## src/rtl/movz_seq_encoder_pkg.sv

```systemverilog
// movz_seq_encoder_pkg: LEGv8 opcodes, field positions and FSM states for the constant encoder
package movz_seq_encoder_pkg;
  localparam logic [9:0] ADDI_OP = 10'b1001000100;
  localparam logic [8:0] MOVZ_OP = 9'b110100101;
  localparam logic [8:0] MOVK_OP = 9'b111100101;
  localparam int ADDI_OPC_LSB = 22;
  localparam int MOV_OPC_LSB = 23;
  localparam int HW_LSB = 21;
  localparam int IMM12_LSB = 10;
  localparam int IMM16_LSB = 5;
  localparam int RN_LSB = 5;
  localparam logic [4:0] XZR = 5'd31;
  localparam int IMM12_MAX = 4095;
  typedef enum logic {IDLE, EMIT} state_t;
  function automatic logic [31:0] enc_mov(input logic [8:0] op, input logic [1:0] hw,
                                          input logic [15:0] imm, input logic [4:0] rd);
    return (32'(op) << MOV_OPC_LSB) | (32'(hw) << HW_LSB) | (32'(imm) << IMM16_LSB) | 32'(rd);
  endfunction
  function automatic logic [31:0] enc_addi(input logic [11:0] imm, input logic [4:0] rd);
    return (32'(ADDI_OP) << ADDI_OPC_LSB) | (32'(imm) << IMM12_LSB) | (32'(XZR) << RN_LSB) | 32'(rd);
  endfunction
endpackage

```

## src/rtl/movz_seq_encoder_hw_pick.sv

```systemverilog
// hw_pick: lowest-set-bit picker over the 4-bit nonzero-halfword mask
module hw_pick (
  input  logic [3:0] mask,
  output logic [1:0] idx,
  output logic       found
);
  always_comb begin
    found = |mask;
    idx = mask[0] ? 2'd0 : mask[1] ? 2'd1 : mask[2] ? 2'd2 : mask[3] ? 2'd3 : 2'd0;
  end
endmodule

```

## src/rtl/movz_seq_encoder.sv

```systemverilog
// movz_seq_encoder: emits the ADDI or MOVZ/MOVK sequence that loads a 64-bit constant into Rd
module movz_seq_encoder
  import movz_seq_encoder_pkg::*;
#(
  parameter int USE_ADDI = 1
) (
  input  logic        CLK,
  input  logic        resetl,
  input  logic        in_valid,
  output logic        in_ready,
  input  logic [63:0] Value,
  input  logic [4:0]  Rd,
  output logic        out_valid,
  input  logic        out_ready,
  output logic [31:0] Instr,
  output logic        out_last,
  output logic        busy
);
  state_t state, state_nx;
  logic [63:0] val, src_val;
  logic [4:0] rd, src_rd;
  logic [3:0] mask, pick_mask, rem;
  logic [1:0] idx;
  logic found, accept, advance, use_addi;
  logic [15:0] imm;
  logic [31:0] word;
  hw_pick u_pick (.mask(pick_mask), .idx(idx), .found(found));
  // In IDLE the picker looks at the incoming request; in EMIT at the remaining latched mask
  always_comb begin
    in_ready = state == IDLE;
    out_valid = state == EMIT;
    busy = out_valid;
    accept = in_valid & in_ready;
    advance = out_valid & out_ready & ~out_last;
    src_val = in_ready ? Value : val;
    src_rd = in_ready ? Rd : rd;
    pick_mask = in_ready ? {|Value[63:48], |Value[47:32], |Value[31:16], |Value[15:0]} : mask;
    rem = pick_mask & ~(4'b0001 << idx);
    imm = found ? src_val[{idx, 4'd0} +: 16] : 16'd0;
    use_addi = (USE_ADDI != 0) & in_ready & (Value <= 64'(IMM12_MAX));
    word = use_addi ? enc_addi(Value[11:0], src_rd) : enc_mov(in_ready ? MOVZ_OP : MOVK_OP, idx, imm, src_rd);
    state_nx = accept ? EMIT : (out_valid & out_ready & out_last) ? IDLE : state;
  end
  always_ff @(posedge CLK or negedge resetl)
    if (!resetl) state <= IDLE;
    else state <= state_nx;
  always_ff @(posedge CLK or negedge resetl)
    if (!resetl) begin
      val <= '0;
      rd <= '0;
      mask <= '0;
      Instr <= '0;
      out_last <= 1'b0;
    end else begin
      if (accept) begin
        val <= Value;
        rd <= Rd;
      end
      if (accept | advance) begin
        Instr <= word;
        out_last <= use_addi | (rem == 4'd0);
        mask <= rem;
      end
    end
endmodule

```

## config.mk

```make
export PLATFORM = sky130hd
export DESIGN_NAME = movz_seq_encoder
export DESIGN_NICKNAME = d
export VERILOG_FILES = /design/src/rtl/movz_seq_encoder_pkg.sv /design/src/rtl/movz_seq_encoder_hw_pick.sv /design/src/rtl/movz_seq_encoder.sv
export SDC_FILE = /design/constraint.sdc
export NUM_CORES = 1
export LEC_CHECK = 0
export CAP_MARGIN = 20
export CORE_MARGIN = 1.5
export CORE_UTILIZATION = 30
export DETAILED_ROUTE_END_ITERATION = 10
export HOLD_SLACK_MARGIN = 0.06
export PLACE_DENSITY = 0.5
export SYNTH_ARGS = -nofsm -noshare
export SYNTH_HDL_FRONTEND = slang
export SYNTH_SLANG_ARGS = --single-unit
```

## constraint.sdc

```tcl
create_clock -name CLK -period 6.4 [get_ports CLK]
set_input_delay 0.96 -clock CLK [delete_from_list [all_inputs] [get_ports CLK]]
set_output_delay 0.96 -clock CLK [all_outputs]
set_load 0.01 [all_outputs]
```

==> results of run 1 <==
## registers in the layout, summed over array words and instances (netlist names)
signal and flops:
val 64, Instr 27, rd 5, mask 4, busy 1, out_last 1
## final timing paths
kind / startpoint / to / slack (ns)
max in group asynchronous: resetl / val[32] / 4.54
max: Value[40] / Instr[20] / 2.35
max reg2reg: busy / Instr[20] / 3.07
min reg2reg: Instr[24] / Instr[24] / 0.49
min in group asynchronous: resetl / rd[4] / 0.66
min: Instr[24] / Instr[24] / 0.49
## metal layers
metal | part of all wire [%] | wire [microns] | vias to the layer above | GRT usage [%]
met5 | 0 | 0 | - | 0
met4 | 2.2 | 350 | 0 | 7.21
met3 | 4.3 | 674 | 18 | 2.24
met2 | 46 | 7260 | 126 | 26.9
met1 | 48 | 7560 | 2071 | 25.0
li1 | - | - | 1906 | -
## kinds of logic after synthesis
group / Yosys count
other cells: 1
buf+inv: 38
mux: 109
compound gates: 115
flops: 102
simple gates: 87
fa+ha+maj: 1
## through the flow
| step | worst slack [ns] | utilization [%] | cell area, sq um | power (mW) | instances |
|---|---|---|---|---|---|
| after floorplan | 3.57 | - | 5320 | 2.22 | 454 |
| after global placement | 1.97 | 37.9 | 6550 | 2.80 | 756 |
| after detailed placement | 2.01 | 37.9 | 6550 | 2.82 | 756 |
| after CTS | 2.39 | 39.4 | 6820 | 3.35 | 771 |
| after global routing | 2.16 | 39.4 | 6820 | 3.53 | 771 |
| final | 2.35 | 39.4 | 6820 | 3.33 | 771 |
## cell type report
| class | count | area share, % |
|---|---|---|
| Timing Repair Buffer | 112 | 16.2 |
| Inverter | 3 | 0.165 |
| Clock buffer | 14 | 3.87 |
| Clock inverter | 1 | 0.0734 |
| Multi-Input combinational cell | 314 | 38.1 |
| Tap cell | 225 | 4.13 |
| Sequential cell | 102 | 37.5 |
## synth_stat cells, types with 3 or more instances
cell type / n
a211oi_1: 17
a21o_1: 4
a21oi_1: 10
a221o_1: 5
a221oi_1: 5
a2bb2oi_1: 5
a31oi_1: 9
and3_1: 7
buf_1: 6
buf_2: 3
buf_4: 7
clkbuf_1: 18
dfrtp_1: 102
mux2_2: 86
mux2i_1: 23
nand2_1: 24
nand3_1: 9
nor2_1: 14
nor2b_1: 8
nor4_1: 10
o211ai_1: 5
o211ai_2: 3
o21ai_0: 7
o22ai_1: 24
o31ai_2: 7
or4_4: 3
## worst max-delay path: cells and delay by family
family / cells / cell delay (ns)
AOI/OAI and AO/OA: 2 / 0.83
buffers and inverters: 1 / 0.46
and+or+nand+nor: 4 / 2.00
## report_power, final
group          leakage, nW  total, mW  internal [mW]  switching [mW]
Sequential            1.22       1.12          0.959           0.162
Combinational         1.42       1.69          0.800           0.892
Clock                0.133      0.515          0.283           0.232
==> reports/qor.txt, run 1 <==
status -> completed
Yosys cell types -> 52
Port Buf Inserts -> 106
routed wire length -> 15900 microns
GRT Util Overall -> 17.6%
ranking of synthesized cells by area -> dfrtp_1 (48%), mux2_2 (18%), mux2i_1 (4.3%), o22ai_1 (2.8%), a211oi_1 (2.4%)
CP max FO -> 14
Mapped Cells -> 453
min cycle time layout -> 4.05 ns
area grow syn2layout -> 28.1%
CP cell instances -> clkdlybuf4s50_1 -> or4_4 -> nor4_4 -> nand2_1 -> nor3_2 -> a211o_1 -> o221ai_1
Max Slew Vio Count -> 0
compound-cell area share of the yosys netlist -> 16.8%
post-synthesis simple-gate area fraction -> 9.13%
fraction of layout cells with a size suffix above 1 -> 23.4%
Routability Congestion -> 0.866
register area -> 0.00255 sq mm
Die Span Y -> 136 microns
DRT antenna net count -> 0
maximum clock rate -> 247 MHz
DRC viols -> 0
Setup violations, final -> 0
Syn Area/Cell -> 11.7 sq um
post-synth design cell area -> 0.00532 sq mm
post-CTS resize count -> 0
largest net degree at the start of global routing -> 79
post-CTS setup buffers -> 0
mux contribution to synthesized area -> 22.5%
Critical Path AT -> 4.25 ns
most frequent cells in the layout -> clkdlybuf4s50_1 (105), dfrtp_1 (101), mux2_2 (86)
initial core utilization -> 30.8%
type of origin of the critical path -> input port
via count -> 4121
clock sinks -> 102
post-synthesis xor/xnor area fraction -> 0%
Synth Register Bits -> 102
Clk pin slew, worst setup/hold paths -> 0.07 ns
Synth async-reset ratio -> 100%
cell taking the most area after synthesis -> dfrtp_1
chip width -> 136 microns
leak pwr -> 2.77 nW
largest family of logic cells by synthesized area -> multiplexers
Top FF cell, synth -> dfrtp_1
Worst Tran Pin Value -> 1.10 ns
Yosys warning count -> 0
via/cell ratio -> 5.35
worst min path class -> reg -> reg
top cell type's share of synthesized area -> 48.0%
gr ovfl total -> 0
Avg WL per Cell -> 20.6 microns
Fillers -> 1706
vias in the first global route -> 4100
R2R depth -> 7
Core Rows -> 48
clk_lat worst skew -> 0.35 ns
clk root buf -> clkbuf_16
Critical Path Sink Type -> flop
htree depth -> 3
hold path cells -> 1
RSZ-0062 raised after global routing -> false
drt first pass iters -> 4
placed wire-length estimate -> 11600 microns
Final Hold Fails -> 0
final worst-path cycle share -> 63.3%
final net count -> 615
Inserted Diodes -> 0
CTS tree -> built
peak supply drop -> 0.000198 V
CP max stage cell -> nor3_2
Max Cap Viol -> 0
Multi-input gate area -> 0.00260 sq mm
CTS Buf Count -> 9
hold slack -> 0.486 ns
critical path's largest stage delay -> 0.85 ns
post-synthesis sequential area ratio -> 48.0%
Synth Area in Adders -> 0.188%
CTS Hold Bufs -> 0
Longest Clk Path Bufs -> 2
first-iteration detailed-routing DRC count -> 260
clk_skew -> 0.00845 ns
first-pass GRT wire length -> 24200 microns
critical path class -> in -> reg
IO Pins -> 109
setup TNS -> 0 ns
Critical Path RT -> 6.60 ns
Post-synth EDFFs -> 0
Placeable Area -> 0.0173 sq mm
most common cell after layout, fill and taps aside -> clkdlybuf4s50_1
die area -> 0.0185 sq mm
initial antenna violation count -> 0
P per Cell Area -> 488 mW/mm^2
Slew HR -> 26.7%
(Power assumes the default switching activity.)
==> run 2, diff against run 1 <==
==> constraint.sdc (replaced) <==
create_clock -name CLK -period 3.78 [get_ports CLK]
set_input_delay 0.567 -clock CLK [delete_from_list [all_inputs] [get_ports CLK]]
set_output_delay 0.567 -clock CLK [all_outputs]
set_load 0.01 [all_outputs]
==> run 2 against run 1 <==
Hold slack got worse by 0.36 ns; via count rose by 0.19%; die area did not move; power up 72%; combinational power is 70% higher; wire length rose by 1.5%; sequential power is 74% higher; first-iteration DRC count decreased by 15%; critical path type unchanged; critical endpoint is now Instr[10]; largest cell class unchanged.
==> reports/qor.txt, run 2 (same netlist as run 1, synthesis figures left out) <==
status -> completed
die area -> 0.0185 sq mm (unchanged)
Port Buf Inserts -> 106 (unchanged)
leak pwr -> 2.83 nW (+1.9%)
routed wire length -> 16100 microns (+1.5%)
post-CTS setup buffers -> 0 (unchanged)
DRT antenna net count -> 0 (unchanged)
maximum clock rate -> 329 MHz
area grow syn2layout -> 29.9%
clk_skew -> 0.00639 ns (-0.00205 ns)
clock sinks -> 102 (unchanged)
peak supply drop -> 0.000305 V (+54%)
top flop regs -> val (64), Instr (27), rd (5)
critical path class -> in -> reg
first-iteration detailed-routing DRC count -> 220 (-15%)
RSZ-0062 raised after global routing -> false
type of origin of the critical path -> input port
GRT Util Overall -> 18.4% (+0.81 points)
P per Cell Area -> 831 mW/mm^2 (+70%)
critical path's largest stage delay -> 0.64 ns (-0.21 ns)
clock network power share -> 16.0% (+0.5 points)
Core Rows -> 48 (unchanged)
Slew HR -> 34.4% (+7.7 points)
DRC viols -> 0 (unchanged)
Setup violations, final -> 0 (unchanged)
Sw Pwr -> 2.20 mW (+71%)
Inserted Diodes -> 0 (unchanged)
Worst Tran Pin Value -> 0.984 ns (-0.111 ns)
CP most frequent cell -> o22ai_1
final worst-path cycle share -> 80.4%
CTS tree -> built
initial core utilization -> 30.8% (unchanged)
first-pass GRT wire length -> 25200 microns (+4.1%)
setup TNS -> 0 ns (unchanged)
final net count -> 624 (+1.5%)
max FFs per register -> 64 (unchanged)
drt first pass iters -> 4 (unchanged)
fraction of layout cells with a size suffix above 1 -> 24.8% (+1.4 points)
Die Span Y -> 136 microns (unchanged)
flop2flop setup slack -> 1.13 ns (-1.94 ns)
placed wire-length estimate -> 11800 microns (+2.4%)
clk root buf -> clkbuf_16
gr ovfl total -> 0 (unchanged)
htree depth -> 3 (unchanged)
worst setup path endpoint -> Instr[10]
Clk pin slew, worst setup/hold paths -> 0.07 ns (about the same)
Placeable Area -> 0.0173 sq mm (unchanged)
via count -> 4129 (+0.19%)
Final Hold Fails -> 0 (unchanged)
Setup crit start -> Value[40]
Fillers -> 1680 (-1.5%)
most common cell after layout, fill and taps aside -> clkdlybuf4s50_1
Seq pwr share -> 33.9% (+0.2 points)
Critical Path RT -> 4.05 ns (-2.55 ns)
CP max stage cell -> o41ai_4
Max Cap Viol -> 0 (unchanged)
via/cell ratio -> 5.29 (-1.1%)
CP cell instances -> clkdlybuf4s50_1 -> or4_4 -> o41ai_4 -> o22ai_1 -> a211oi_1 -> o22ai_1 -> o211ai_2
post-CTS resize count -> 0 (unchanged)
chip width -> 136 microns (unchanged)
Largest Register -> val
combinational share of power -> 50.0% (-0.8 points)
min cycle time layout -> 3.04 ns
Longest Clk Path Bufs -> 2 (unchanged)
IO Pins -> 109 (unchanged)
Max Slew Vio Count -> 0 (unchanged)
CTS Hold Bufs -> 0 (unchanged)
worst r2r src -> busy
most frequent cells in the layout -> clkdlybuf4s50_1 (105), dfrtp_1 (101), mux2_2 (86)
RR Endpoint -> Instr[17]
R2R depth -> 7 (unchanged)
Avg WL per Cell -> 20.6 microns (+0.19%)
largest net degree at the start of global routing -> 79 (unchanged)
Int Pwr -> 3.54 mW (+73%)
Critical Path Sink Type -> flop
worst min path class -> in -> async
CTS Buf Count -> 9 (unchanged)
switching share of power -> 38.4% (-0.28 points)
CP max FO -> 10 (-4)
hold slack -> 0.124 ns (-0.362 ns)
vias in the first global route -> 4170 (+1.7%)
initial antenna violation count -> 0 (unchanged)
Critical Path AT -> 3.31 ns (-0.94 ns)
Routability Congestion -> 0.885 (+2.1%)
clk_lat worst skew -> 0.35 ns (about the same)
==> run 2: changes by cell type in the layout (fill, tap and decap cells not counted), sizes merged <==
cell      delta
buf          +9
clkbuf       -2
bufinv       +1
clkinv       +1
clkinvlp     +1
==> run 2: critical path: cells and delay by family <==
family,cells,cell delay [ns]
compound gates,5,1.70
simple gates,1,0.59
buf+inv,1,0.45
==> run 2: layout make-up <==
class / count / area [sq um] / share of cell area, %
multi-input combinational: 314 / 2600 / 37.6
sequential: 102 / 2550 / 36.9
timing repair buffer: 121 / 1180 / 17.1
tap: 225 / 282 / 4.07
clock buffer: 12 / 236 / 3.42
clock inverter: 4 / 47.5 / 0.688
inverter: 3 / 11.3 / 0.163
==> run 2: layer usage <==
layer  vias up  part of all wire [%]  GRT usage, %
met5         -                     0             0
li1       1930                     -             -
met2       102                    46          27.6
met4         0                   2.7          8.10
met3        24                   4.8          2.98
met1      2073                    46          26.0
==> run 2: how the worst min path moves through the flow <==
stage | start | to | slack (ns) | depth (start not counted)
floorplan | resetl | Instr[0] | 0.27 | 0
finish | resetl | val[56] | 0.12 | 1
CTS | resetl | val[55] | 0.12 | 1
global placement | Instr[24] | Instr[24] | 0.47 | 1
global route | resetl | val[49] | 0.14 | 1
detailed placement | Instr[24] | Instr[24] | 0.47 | 1
==> run 2: per-stage QoR <==
stage	utilization, %	setup slack [ns]	std cells	total power [mW]	cell area [sq um]
global placement	38.3	0.413	765	4.80	6630
detailed placement	38.3	0.419	765	4.84	6630
CTS	40.0	0.751	781	5.79	6910
finish	40.0	0.740	781	5.74	6910
floorplan	-	1.34	454	3.76	5320
global route	40.0	0.584	781	6.13	6910
==> run 2: power by group through the flow <==
| stage | combinational, mW | sequential [mW] | clock [mW] |
|---|---|---|---|
| finish | 2.87 | 1.95 | 0.920 |
| global route | 3.10 | 2.02 | 1.01 |
| CTS | 2.89 | 1.94 | 0.955 |
| detailed placement | 2.88 | 1.96 | 0 |
| global placement | 2.86 | 1.94 | 0 |
| floorplan | 1.86 | 1.90 | 0 |
